File: src/rtl/mmu_arbiter.sv
// Round-robin arbiter with burst lock and read-return routing for the shared MMU port.
// Optional macro MMU_ARB_LOCK_LIMIT_EN bounds a lock to LOCK_MAX consecutive grants.
module mmu_arbiter #(
  parameter int NREQ     = 3,
  parameter int AW       = 16,
  parameter int DW       = 16,
  parameter int RD_LAT   = 1,
  parameter int LOCK_MAX = 8
) (
  input  logic               clk,
  input  logic               rst,
  input  logic [NREQ-1:0]    req_i,
  input  logic [NREQ-1:0]    lock_i,
  input  logic [NREQ-1:0]    we_i,
  input  logic [NREQ*AW-1:0] addr_i,
  input  logic [NREQ*DW-1:0] wdata_i,
  output logic [NREQ-1:0]    gnt_o,
  output logic [NREQ-1:0]    rvalid_o,
  output logic [DW-1:0]      rdata_o,
  output logic [AW-1:0]      mmu_address_o,
  output logic               mmu_we_o,
  output logic [DW-1:0]      mmu_data_o,
  input  logic [DW-1:0]      mmu_data_i,
  output logic [1:0]         owner_o,
  output logic               locked_o
);

  localparam logic [1:0] S_IDLE   = 2'd0;
  localparam logic [1:0] S_OPEN   = 2'd1;
  localparam logic [1:0] S_LOCKED = 2'd2;

  if (NREQ < 1 || NREQ > 4 || RD_LAT < 1 || RD_LAT > 4 || LOCK_MAX < 1) begin : g_bad_param
    $error("mmu_arbiter: unsupported parameter value");
  end

  logic [1:0]    state_q, state_d;
  logic [1:0]    ptr_q, ptr_d;
  logic [1:0]    owner_q, owner_d;
  logic [AW-1:0] addr_q, addr_d;
  logic          win_vld;
  logic [1:0]    win;
  logic [1:0]    idx;
  logic          lock_hit;
  logic          break_lock;

  logic          vld_q [RD_LAT];
  logic [1:0]    id_q  [RD_LAT];

`ifdef MMU_ARB_LOCK_LIMIT_EN
  localparam int CW = $clog2(LOCK_MAX + 1);
  logic [CW-1:0]   cnt_q, cnt_d;
  logic [NREQ-1:0] owner_mask;

  assign owner_mask = NREQ'(1) << owner_q;
  assign break_lock = (state_q == S_LOCKED) && (cnt_q >= CW'(LOCK_MAX)) && |(req_i & ~owner_mask);
`else
  assign break_lock = 1'b0;
`endif

  always_comb begin
    state_d  = state_q;
    ptr_d    = ptr_q;
    owner_d  = owner_q;
    addr_d   = addr_q;
    win_vld  = 1'b0;
    win      = owner_q;
    idx      = '0;
    lock_hit = 1'b0;
    if (state_q == S_LOCKED && req_i[owner_q] && lock_i[owner_q] && !break_lock) begin
      win_vld  = 1'b1;
      lock_hit = 1'b1;
    end else begin
      // Circular scan starting just after the last winner; a released lock resumes from its owner.
      for (int k = 1; k <= NREQ; k++) begin
        idx = 2'((int'(ptr_q) + k) % NREQ);
        if (!win_vld && req_i[idx]) begin
          win_vld = 1'b1;
          win     = idx;
        end
      end
    end
    if (win_vld) begin
      ptr_d   = win;
      owner_d = win;
      addr_d  = addr_i[int'(win)*AW +: AW];
      state_d = lock_i[win] ? S_LOCKED : S_OPEN;
    end else begin
      state_d = S_IDLE;
    end
  end

`ifdef MMU_ARB_LOCK_LIMIT_EN
  always_comb begin
    cnt_d = '0;
    if (lock_hit)
      cnt_d = (cnt_q >= CW'(LOCK_MAX)) ? cnt_q : cnt_q + CW'(1);
    else if (win_vld && lock_i[win])
      cnt_d = CW'(1);
  end

  always_ff @(posedge clk or negedge rst) begin
    if (!rst) cnt_q <= '0;
    else      cnt_q <= cnt_d;
  end
`endif

  always_ff @(posedge clk or negedge rst) begin
    if (!rst) begin
      state_q <= S_IDLE;
      ptr_q   <= 2'(NREQ - 1);
      owner_q <= '0;
      addr_q  <= '0;
    end else begin
      state_q <= state_d;
      ptr_q   <= ptr_d;
      owner_q <= owner_d;
      addr_q  <= addr_d;
    end
  end

  // Read tag pipeline: head captures the issue, tail lines up with MMU data_out.
  always_ff @(posedge clk or negedge rst) begin
    if (!rst) begin
      for (int i = 0; i < RD_LAT; i++) vld_q[i] <= 1'b0;
    end else begin
      vld_q[0] <= win_vld && !we_i[win];
      for (int i = 1; i < RD_LAT; i++) vld_q[i] <= vld_q[i-1];
    end
  end

  always_ff @(posedge clk) begin
    id_q[0] <= win;
    for (int i = 1; i < RD_LAT; i++) id_q[i] <= id_q[i-1];
  end

  assign gnt_o         = (rst && win_vld) ? (NREQ'(1) << win) : '0;
  assign mmu_address_o = rst ? addr_d : '0;
  assign mmu_we_o      = rst && win_vld && we_i[win];
  assign mmu_data_o    = (rst && win_vld) ? wdata_i[int'(win)*DW +: DW] : '0;
  assign rvalid_o      = vld_q[RD_LAT-1] ? (NREQ'(1) << id_q[RD_LAT-1]) : '0;
  assign rdata_o       = vld_q[RD_LAT-1] ? mmu_data_i : '0;
  assign owner_o       = owner_q;
  assign locked_o      = (state_q == S_LOCKED);

endmodule

File: config.mk
export PLATFORM = sky130hd
export DESIGN_NAME = mmu_arbiter
export DESIGN_NICKNAME = d
export VERILOG_FILES = /design/src/rtl/mmu_arbiter.sv
export SDC_FILE = /design/constraint.sdc
export NUM_CORES = 1
export LEC_CHECK = 0
export CORE_MARGIN = 2
export CORE_UTILIZATION = 45
export DETAILED_ROUTE_END_ITERATION = 12
export DONT_BUFFER_PORTS = 1
export PLACE_DENSITY = 0.65
export SETUP_SLACK_MARGIN = 0.1
export SYNTH_ARGS = -nofsm -noshare
export SYNTH_HDL_FRONTEND = slang
export SYNTH_SLANG_ARGS = --single-unit
File: constraint.sdc
create_clock -name clk -period 3.7 [get_ports clk]
set_input_delay 0.74 -clock clk [delete_from_list [all_inputs] [get_ports clk]]
set_output_delay 0.74 -clock clk [all_outputs]
set_load 0.1 [all_outputs]
# After elaboration in Yosys (flattened, before gate mapping)
# Memory sizes are Yosys's and may differ from the RTL's.
# Cells that the tools add are included.
[word_totals]
reg_bits = 23
latchBits = 0
ramBits = 2
rom_bits = 0
input_bits = 123
mem_count = 1
[classes]
add_sub_neg = 3
mul = 0
n_div = 3
magnitude_cmp = 5
eq_ne = 1
shift = 4
n_mux = 32
bitwise = 0
reduce_logical = 10
[mem_list]
columns = ["name", "depth", "word_bits", "rd", "rd_ports_with_merged_regs", "write_ports", "line", "text"]
rows = [
  ["id_q", 1, 2, 1, 0, 1, "47", "logic [1:0] id_q [RD_LAT];"],
]
[op_table]
columns = ["cell", "n"]
rows = [
  ["$mod 32x3->32 const B", 3],
  ["$shiftx 48x7->16", 2],
  ["$mux 16", 4],
  ["$lt 2x3->1 const B", 5],
  ["$bmux 1 s2", 7],
  ["$mux 1", 13],
  ["$mux 2", 6],
  ["$logic_and 1x1->1", 7],
  ["$add 2x2->3 const B", 2],
  ["$mux 3", 2],
  ["$shl 1x2->3 const A", 2],
  ["$add 2x1->3 const B", 1],
  ["$logic_not 1->1", 3],
  ["$eq 2x2->1 const B", 1],
]

# Depth between registers and ports, before layout
# Gate-level depths: netlist (run 1).
[logic_depth]
depth_word = 18
ltp_mapped = 12
ltp_nobuf = 9

# Worst setup path after synthesis (run 1)
# Ideal clock, no wire load.
[synth_path]
path_type = "register to output"
from = "reg state_q[0]"
to = "out gnt_o[1]"
arrival_ns = 5.128
required_time_ns = 2.960
slack_ns = -2.168
stages_incl_launch_ff = 8
n_path_buf = 2
path_cell_list = "dfrtp_1 nor2b_1 nand3_1 o221ai_4 nand2_1 buf_4 buf_2 nor3_1"
[synth_between]
elab_chain_cells = 6
elab_cells_between_ends = 8
classes_between = "1 x eq/ne; 1 x shift; 3 x mux; 3 x reduce/logical"
[synth_rtl]
columns = ["element", "line", "text"]
rows = [
  ["start: declaration", "36", "logic [1:0] state_q, state_d;"],
  ["start signal: assignment", "114", "state_q <= state_d;"],
  ["$eq 2x2->1 (*)", "-", ""],
  ["net locked_o", "25", "output logic locked_o"],
  ["$logic_and 1x1->1 (*) (2 in series)", "69", "if (state_q == S_LOCKED && req_i[owner_q] && lock_i[owner_q] && !break_lock) begin"],
  ["$mux 2 / $mux 1 (equally long branches)", "69", ""],
  ["$shl 1x2->3 / $logic_and 1x1->1 (equally long branches)", "136", "assign gnt_o = (rst && win_vld) ? (NREQ'(1) << win) : '0;"],
  ["$mux 3 (*)", "136", ""],
  ["end: declaration", "17", "output logic [NREQ-1:0] gnt_o,"],
]
# The timed path passes the listed nets; every way through them passes the cells marked *.

# Final worst setup path (run 1)
[layout_path]
from = "reg ptr_q[1]"
to = "out mmu_address_o[6]"
[layout_between]
elab_chain_cells = 17
elab_cells_between_ends = 29
classes_between = "3 x add/sub; 3 x div; 1 x shift; 18 x mux; 4 x reduce/logical"
[layout_rtl]
columns = ["element", "line", "text"]
rows = [
  ["start: declaration", "37", "logic [1:0] ptr_q, ptr_d;"],
  ["start signal: assignment", "110", "ptr_q <= 2'(NREQ - 1);"],
  ["start signal: assignment", "115", "ptr_q <= ptr_d;"],
  ["$add 2x1->3", "75", "idx = 2'((int'(ptr_q) + k) % NREQ);"],
  ["$mod 32x3->32", "75", ""],
  ["$bmux 1 s2", "76", "if (!win_vld && req_i[idx]) begin"],
  ["$mux 1 (implied by the code)", "76", ""],
  ["$mux 1", "76", ""],
  ["$mux 1", "69", ""],
  ["$logic_not 1->1", "76", ""],
  ["$logic_and 1x1->1", "76", ""],
  ["$mux 1", "76", ""],
  ["$mux 1", "69", ""],
  ["$logic_not 1->1", "76", ""],
  ["$logic_and 1x1->1", "76", ""],
  ["$mux 2", "76", ""],
  ["$mux 2", "69", ""],
  ["$shiftx 48x7->16", "85", "addr_d = addr_i[int'(win)*AW +: AW];"],
  ["$mux 16 (*)", "82", "if (win_vld) begin"],
  ["$mux 16 (*)", "137", "assign mmu_address_o = rst ? addr_d : '0;"],
  ["end: declaration", "20", "output logic [AW-1:0] mmu_address_o,"],
]
# Every way passes the cells marked *; elsewhere a longest branch is shown, timed or not. The select of a mux whose other input is x is not followed.

==> flow_summary.yaml, run 1 <==
logic_synthesis:
  synth_top_family_by_area: "compound AO/OA/AOI/OAI gates"
  synth_mux_area_frac: 0.01606
  synthTopCellsByCount: "nand3_1, nand2_1, o21ai_0"
  ys_ff_latch: 24
  synth.distinct_cells: 40
  synth-async-reset-ratio: 0.9167
  synthCells: 343
  synth-simple-area-share: 0.3171
  avgSynthCellArea_um2: 7.270
  synth_flop_cell: "dfrtp_1"
  ys_seq_area_frac: 0.2373
  synth_edf_count: 0
  synthTopCellsByArea: "dfrtp_1, nand3_1, a211o_1, a21o_1, o21ai_0"
  synth_top_cell_by_area: "dfrtp_1"
  synth_compound_area_frac: 0.3221
  synth_top_area_share: 0.2107
  synth_xor_area_frac: 0
  yosysWarnings: 0
  synth_fp_nets: 470
  synth_most_common_cell: "nand3_1"
  synth_adder_area_share: 0.02007
  syn-cell-area_um2: 2494
cells_and_area:
  drive_above_1_share: 0.4395
  antenna_cells: 0
  postLayoutCoreUtil: 0.8509
  final_area_um2: 4628
  area_growth_pct: 85.60
  nets: 533
worst_setup_path:
  startpoint_type: "flop"
  worstPathRequired_ns: 2.96
  arrival_ns: 3.24
  regToRegStartpoint: "ptr_q[1]"
  critPathLaunch: "ptr_q[1]"
  path_class: "reg2out"
  path_max_fanout: 14
  end_kind: "output pin"
placement:
  gp_congestion: 0.9084
  place_area_um2: 3869
  dpl.hpwl_um: 6855
  io_buffers: 0
  place_ws_ns: 0.04787
global_routing:
  grt_max_degree: 34
  grt_util_all_layers: 0.3315
  overflow: 0
  grt_pass1_vias: 3208
  antenna_found_initial: 0
  grt_pass1_wl_um: 16180
drt:
  drc: 0
  antenna_left: 0
  wl_um: 11780
  dr.first_iter.drc_count: 312
  drt-pass1-iter-count: 5
  vias: 3344
  wl_per_cell_um: 24.69
  viasPerCell: 7.010
timing:
  relSlewSlack: 0.2942
  whs_ns: 0.1361
  tightestPinTransition_ns: 1.058
  hold_viol: 0
  finalSetupViolations: 36
  period_minus_slack_ns: 3.981
  timing.final.crit_share: 1.076
  fin_ws_ns: -0.2813
  maxSlewViolCount: 0
  rsz0062_at_grt: "true"
  max_freq_ghz: 0.2512
  clock_skew_ns: 0.01289
floorplan:
  core_area_um2: 5439
  initial_core_util: 0.4585
  io_pins: 181
  fp-row-count: 27
  die-area_um2: 6153
  die_h_um: 78.44
  fp.dieW_um: 78.44
cts:
  holdBufCountCts: 0
  htreeDepth: 1
  cts_tree: "yes"
  cts_made_buffers: 3
  cts.sink_count: 24
  clockBufferDepth: 2
  cts_root_buf: "clkbuf_8"
  insertion_delay_ns: 0.28
  clk_pin_slew_ns: 0.10
job:
  maxCapViolations: 0
min_path:
  hold_path_class: "in2async"
outcome:
  status: "finished with violations"
  failed_checks: "setup timing"
critical path, stage by stage (launching register included):
cell	delay (ns)
dfstp_2	0.58
inv_2	0.07
ha_4	0.19
mux2i_4	0.24
nor2_4	0.08
nand3b_1	0.31
o221ai_4	0.40
buf_8	0.21
nand3_1	0.12
a211o_1	0.33
a31oi_4	0.23
buf_12	0.20
routing by layer:
metal	wire length [um]	part of all wire	global-route usage	up-vias
met4	426	0.036	0.1228	0
met3	1131	0.096	0.07931	43
met1	4231	0.36	0.4013	1646
met5	0	0	0	-
met2	5987	0.51	0.5707	234
li1	-	-	-	1421
path summary, 6_finish.rpt:
path / end / slack [ns] / depth (start not counted)
setup / recovery: mmu_address_o[6] / -0.28 / 11
hold / removal: addr_q[1] / 0.14 / 0
setup reg to reg: addr_q[5] / 0.86 / 13
hold reg to reg: addr_q[15] / 0.55 / 2
max in group asynchronous: ptr_q[1] / 3.38 / 0
min in group clk: addr_q[15] / 0.55 / 2
flip-flops by register name, summed over array words and instances, names as in the netlist:
signal and cells:
addr_q 16, owner_o 1, ptr_q 2, id_q 2, state_q 2, vld_q 1
cells by family (layout without fill, tap and decap cells):
kind of cell	after synthesis	count (layout)
buffers and inverters	43	103
flip-flops	24	24
multiplexers	4	4
adder cells (fa/ha/maj)	4	4
AO/OA/AOI/OAI	118	120
AND/OR/NAND/NOR	150	150
cell usage in the layout (no fill, tap or decap), types with 6 or more instances in the layout:
cell type	count
nand3_4	6
and2_1	16
a21o_1	18
a31oi_4	16
o21ai_0	22
dfrtp_1	19
buf_4	34
nand3_2	12
nand2_1	21
a211o_1	16
o21ai_1	16
nand3_1	54
buf_12	46
a21oi_4	17
nand4_1	16
timing repair:
action	in CTS	in global routing
buffers inserted	14	17
resized for setup	26	27
endpoints found under the setup margin	36	36
cloned	4	4
pin swaps	12	17
layout make-up:
type	instances	area, um^2
multi-input cells	278	2416
repair buffers	93	1434
clock inverters	1	30.03
clock buffers	3	41.29
fillers	287	810.8
well taps	72	90.09
flip-flops and latches	24	594.3
inverters	6	22.52
through the flow:
step	TNS, ns	std cells
after global routing	-9.738	477
final	-6.765	477
after detailed placement	0	434
after CTS	-2.191	456
after global placement	0	434
after floorplan	0	343
Power of run 1 is left out: the tool's default activity adds up to more than one toggle a clock period on the data nets, which glitch-free logic cannot reach.
==> inputs of run 2 (changes only) <==
RECOVER_POWER = 100   (was not set)
==> run 2 against run 1 <==
  * The flow still finishes with violations (setup timing)
  * Register-to-register slack is essentially flat
  * Clock-buffer cell count is the same
  * Sequential share of layout area is essentially flat
  * Non-clock buffer count is the same
  * Via count grew 0.21%
  * Global-route usage is the same
  * Critical path type unchanged
==> flow_summary.yaml, run 2 (synthesis gave the netlist of run 1 again) <==
outcome:
  status: "finished with violations"
  failed_checks: "setup timing"
worst_setup_path:
  r2r.worst_path.cells: 13
  r2r-end: "addr_q[5]"
  path_class: "reg2out"
  reg2reg_slack_ns: 0.86
  end_kind: "output pin"
  critPathLaunch: "ptr_q[1]"
  arrival_ns: 3.23
  path_max_fanout: 14
  startpoint_type: "flop"
  crit_path_end: "mmu_address_o[6]"
  regToRegStartpoint: "ptr_q[1]"
  worstPathRequired_ns: 2.96
drt:
  wl_um: 11780
  viasPerCell: 7.025
  drc: 0
  dr.first_iter.drc_count: 292
  wl_per_cell_um: 24.70
  vias: 3351
  drt-pass1-iter-count: 5
  antenna_left: 0
cts:
  holdBufCountCts: 0
  cts_root_buf: "clkbuf_8"
  cts_made_buffers: 3
  cts.sink_count: 24
  clk_pin_slew_ns: 0.10
  clockBufferDepth: 2
  cts_tree: "yes"
  insertion_delay_ns: 0.28
  htreeDepth: 1
floorplan:
  fp-row-count: 27
  fp.dieW_um: 78.44
  die_h_um: 78.44
  die-area_um2: 6153
  initial_core_util: 0.4585
  core_area_um2: 5439
  io_pins: 181
global_routing:
  overflow: 0
  grt_pass1_wl_um: 16180
  grt_util_all_layers: 0.3315
  antenna_found_initial: 0
  grt_max_degree: 34
  grt_pass1_vias: 3208
timing:
  hold_viol: 0
  fin_ws_ns: -0.2702
  timing.final.crit_share: 1.073
  finalSetupTns_ns: -6.595
  tightestPinTransition_ns: 1.211
  max_freq_ghz: 0.2519
  rsz0062_at_grt: "true"
  clock_skew_ns: 0.01260
  finalSetupViolations: 36
  relSlewSlack: 0.1962
  maxSlewViolCount: 0
  period_minus_slack_ns: 3.970
placement:
  io_buffers: 0
  place_area_um2: 3869
  gp_congestion: 0.9084
  dpl.hpwl_um: 6855
  place_ws_ns: 0.04787
cells_and_area:
  nets: 533
  final_area_um2: 4612
  postLayoutCoreUtil: 0.8479
  area_growth_pct: 84.95
  drive_above_1_share: 0.4296
  layout_common_cells: "nand3_1, buf_12, buf_4, o21ai_0, nand2_1"
  layout_commonest_cell: "nand3_1"
  antenna_cells: 0
  regMostFlops: "addr_q"
  largest_reg_flops: 16
min_path:
  hold_path_class: "in2async"
job:
  maxCapViolations: 0
## run 2: changes by cell type in the layout (fill, tap and decap cells not counted)
cell | before | now
clkbuf_1 | 0 | 3
nor3b_1 | 0 | 1
nor3b_2 | 1 | 0
buf_4 | 34 | 31
## run 2: layer usage
layer / wire length [um] / GRT usage / up-vias
met5: 0 / 0 / -
met4: 459 / 0.1228 / 0
met3: 1246 / 0.07931 / 44
met2: 5956 / 0.5707 / 262
met1: 4122 / 0.4013 / 1629
li1: - / - / 1416
## run 2: worst min path at each step
stage               cells past startpoint  slack [ns]         end
finish                                  0        0.14   addr_q[1]
global placement                        0        0.45  owner_o[1]
floorplan                               0        0.44   addr_q[0]
detailed placement                      0        0.45  owner_o[1]
global route                            0        0.12   addr_q[1]
CTS                                     0        0.15   addr_q[1]
## run 2: layout make-up
| type | instances | area, um^2 |
|---|---|---|
| multi-input combinational | 278 | 2411 |
| timing repair buffer | 93 | 1423 |
| fill | 293 | 827.0 |
| sequential | 24 | 594.3 |
| tap | 72 | 90.09 |
| clock buffer | 3 | 41.29 |
| clock inverter | 1 | 30.03 |
| inverter | 6 | 22.52 |
## run 2: worst max-delay path, cell delays in order, from the launching register on
cell and delay [ns]:
dfstp_2 0.58, inv_2 0.07, ha_4 0.19, mux2i_4 0.23, nor2_4 0.08, nand3b_1 0.30, o221ai_4 0.40, buf_8 0.21
nand3_1 0.12, a211o_1 0.33, a31oi_4 0.24, buf_12 0.20
## run 2: stage by stage
step                      instances  hold WS, ns
after floorplan                 343       0.4444
after global placement          434       0.4457
after detailed placement        434       0.4458
after CTS                       456       0.1467
after global routing            477       0.1242
final                           477       0.1367
## run 2: what timing repair did
item                       4_1_cts  5_1_grt
setup buffers                   14       17
gates cloned                     4        4
gates resized for setup         26       27
setup endpoints to repair       36       36
pin swaps                       12       17
Power of run 2 is left out for the same reason.
==> inputs of run 3 (changes only) <==
TNS_END_PERCENT = 30   (was not set)
==> run 3 against run 2 <==
  * The flow still finishes with violations (setup timing)
  * Cell area decreased by 6.1%
  * Largest cell class unchanged
  * Non-clock buffer count decreased by 12
  * Via count decreased by 6.4%
  * Cell count decreased by 2.3%
  * Routed wire length decreased by 10%
  * Sequential share of layout area increased by 0.83 points
  * Clock skew increased by 0.0035 ns
  * First-iteration DRC count decreased by 1.0%
  * Register-to-register slack improved by 0.11 ns
  * Critical endpoint is now mmu_address_o[14]
  * Worst hold slack improved by 0.0064 ns
  * Core utilization decreased by 5.2 points
  * Worst setup slack improved by 0.15 ns
==> flow_summary.yaml, run 3 (synthesis gave the netlist of run 1 again) <==
timing:
  hold_viol: 0
  maxSlewViolCount: 0
  period_minus_slack_ns: 3.821
  max_freq_ghz: 0.2617
  fin_ws_ns: -0.1206
  relSlewSlack: 0.04114
  timing.final.crit_share: 1.033
  clock_skew_ns: 0.01614
  rsz0062_at_grt: "true"
  tightestPinTransition_ns: 1.437
  finalSetupViolations: 33
placement:
  io_buffers: 0
  gp_congestion: 0.9353
  dpl.hpwl_um: 6780
  place_ws_ns: 0.1009
floorplan:
  die-area_um2: 6153
  core_area_um2: 5439
  fp.dieW_um: 78.44
  fp-row-count: 27
  initial_core_util: 0.4585
  die_h_um: 78.44
  io_pins: 181
cells_and_area:
  antenna_cells: 0
  largest_reg_flops: 16
  layout_commonest_cell: "nand3_1"
  area_growth_pct: 73.71
  nets: 522
  layout_common_cells: "nand3_1, buf_12, buf_4, nand2_1, o21ai_0"
  drive_above_1_share: 0.3858
  regMostFlops: "addr_q"
global_routing:
  grt_max_degree: 42
  antenna_found_initial: 0
  grt_pass1_vias: 3248
  grt-busiest-layer: "met2"
  use_met3: 0.06552
  met2_usage: 0.5957
  grt_util_all_layers: 0.3323
  overflow: 0
  grt_pass1_wl_um: 16230
  grtUsageMet1: 0.4056
drt:
  vias: 3138
  drt-pass1-iter-count: 6
  drc: 0
  wl_um: 10590
  wl_per_cell_um: 22.71
  dr.first_iter.drc_count: 289
  antenna_left: 0
  viasPerCell: 6.734
worst_setup_path:
  crit_path_end: "mmu_address_o[14]"
  end_kind: "output pin"
  arrival_ns: 3.08
  path_class: "reg2out"
  path_max_fanout: 7
  startpoint_type: "flop"
  reg2reg_slack_ns: 0.97
  r2r-end: "state_q[0]"
  critPathLaunch: "ptr_q[1]"
  r2r.worst_path.cells: 12
  regToRegStartpoint: "ptr_q[1]"
  worstPathRequired_ns: 2.96
cts:
  cts_made_buffers: 3
  cts.sink_count: 24
  holdBufCountCts: 0
  cts_root_buf: "clkbuf_8"
  clk_pin_slew_ns: 0.10
  cts_tree: "yes"
  htreeDepth: 1
  insertion_delay_ns: 0.28
  clockBufferDepth: 2
job:
  maxCapViolations: 0
outcome:
  status: "finished with violations"
  failed_checks: "setup timing"
min_path:
  hold_path_class: "in2async"
## run 3: changes by cell type in the layout (fill, tap and decap cells not counted), moves of 2 or more
cell / before / now
and2_1: 16 / 0
o21ai_0: 22 / 20
clkbuf_1: 3 / 1
and2_0: 0 / 16
o21ai_2: 0 / 2
buf_4: 31 / 28
nand3_4: 6 / 0
nand3_2: 12 / 4
clkbuf_16: 4 / 1
buf_8: 2 / 0
nand3_1: 54 / 68
## run 3: timing repair
item	in CTS	in global routing
cloned	4	1
endpoints found under the setup margin	34	36
gates resized for setup	22	6
pin swaps	17	9
setup buffers	16	7
## run 3: how the worst min path moves through the flow
stage                      to  cells past startpoint  slack (ns)  startpoint
floorplan           addr_q[0]                      0        0.44         rst
global placement        vld_q                      0        0.45         rst
detailed placement  addr_q[0]                      0        0.45         rst
CTS                 addr_q[1]                      0        0.14         rst
global route        addr_q[9]                      0        0.13         rst
finish              addr_q[9]                      0        0.14         rst
## run 3: worst max-delay path: stages, from the launching register on
cell      delay, ns
dfstp_2        0.58
inv_2          0.07
ha_4           0.18
mux2i_1        0.14
o21a_4         0.23
a311oi_4       0.30
buf_4          0.18
o221a_4        0.29
o21ai_1        0.09
a211o_1        0.35
a31oi_4        0.21
buf_12         0.20
## run 3: per-stage QoR
stage                       util  hold WS [ns]  setup TNS [ns]  instances  cell area [um^2]
after floorplan                -        0.4444               0        343              3045
after global placement    0.7113        0.4459               0        434              3869
after detailed placement  0.7113        0.4461               0        434              3869
after CTS                 0.7831        0.1414          -1.302        458              4259
after global routing      0.7964        0.1260          -5.369        466              4332
final                     0.7964        0.1431          -2.113        466              4332
## run 3: area by class of cell
| cell class | count | area, um^2 |
|---|---|---|
| Multi-Input combinational cell | 279 | 2302 |
| Timing Repair Buffer | 81 | 1249 |
| Fill cell | 349 | 1107 |
| Sequential cell | 24 | 594.3 |
| Tap cell | 72 | 90.09 |
| Clock buffer | 3 | 41.29 |
| Clock inverter | 1 | 30.03 |
| Inverter | 6 | 25.02 |
## run 3: per-layer routing
layer,wire length (um),vias up
met5,0,-
met3,805,18
met4,172,0
li1,-,1402
met1,4041,1563
met2,5566,155
Power of run 3 is left out for the same reason.
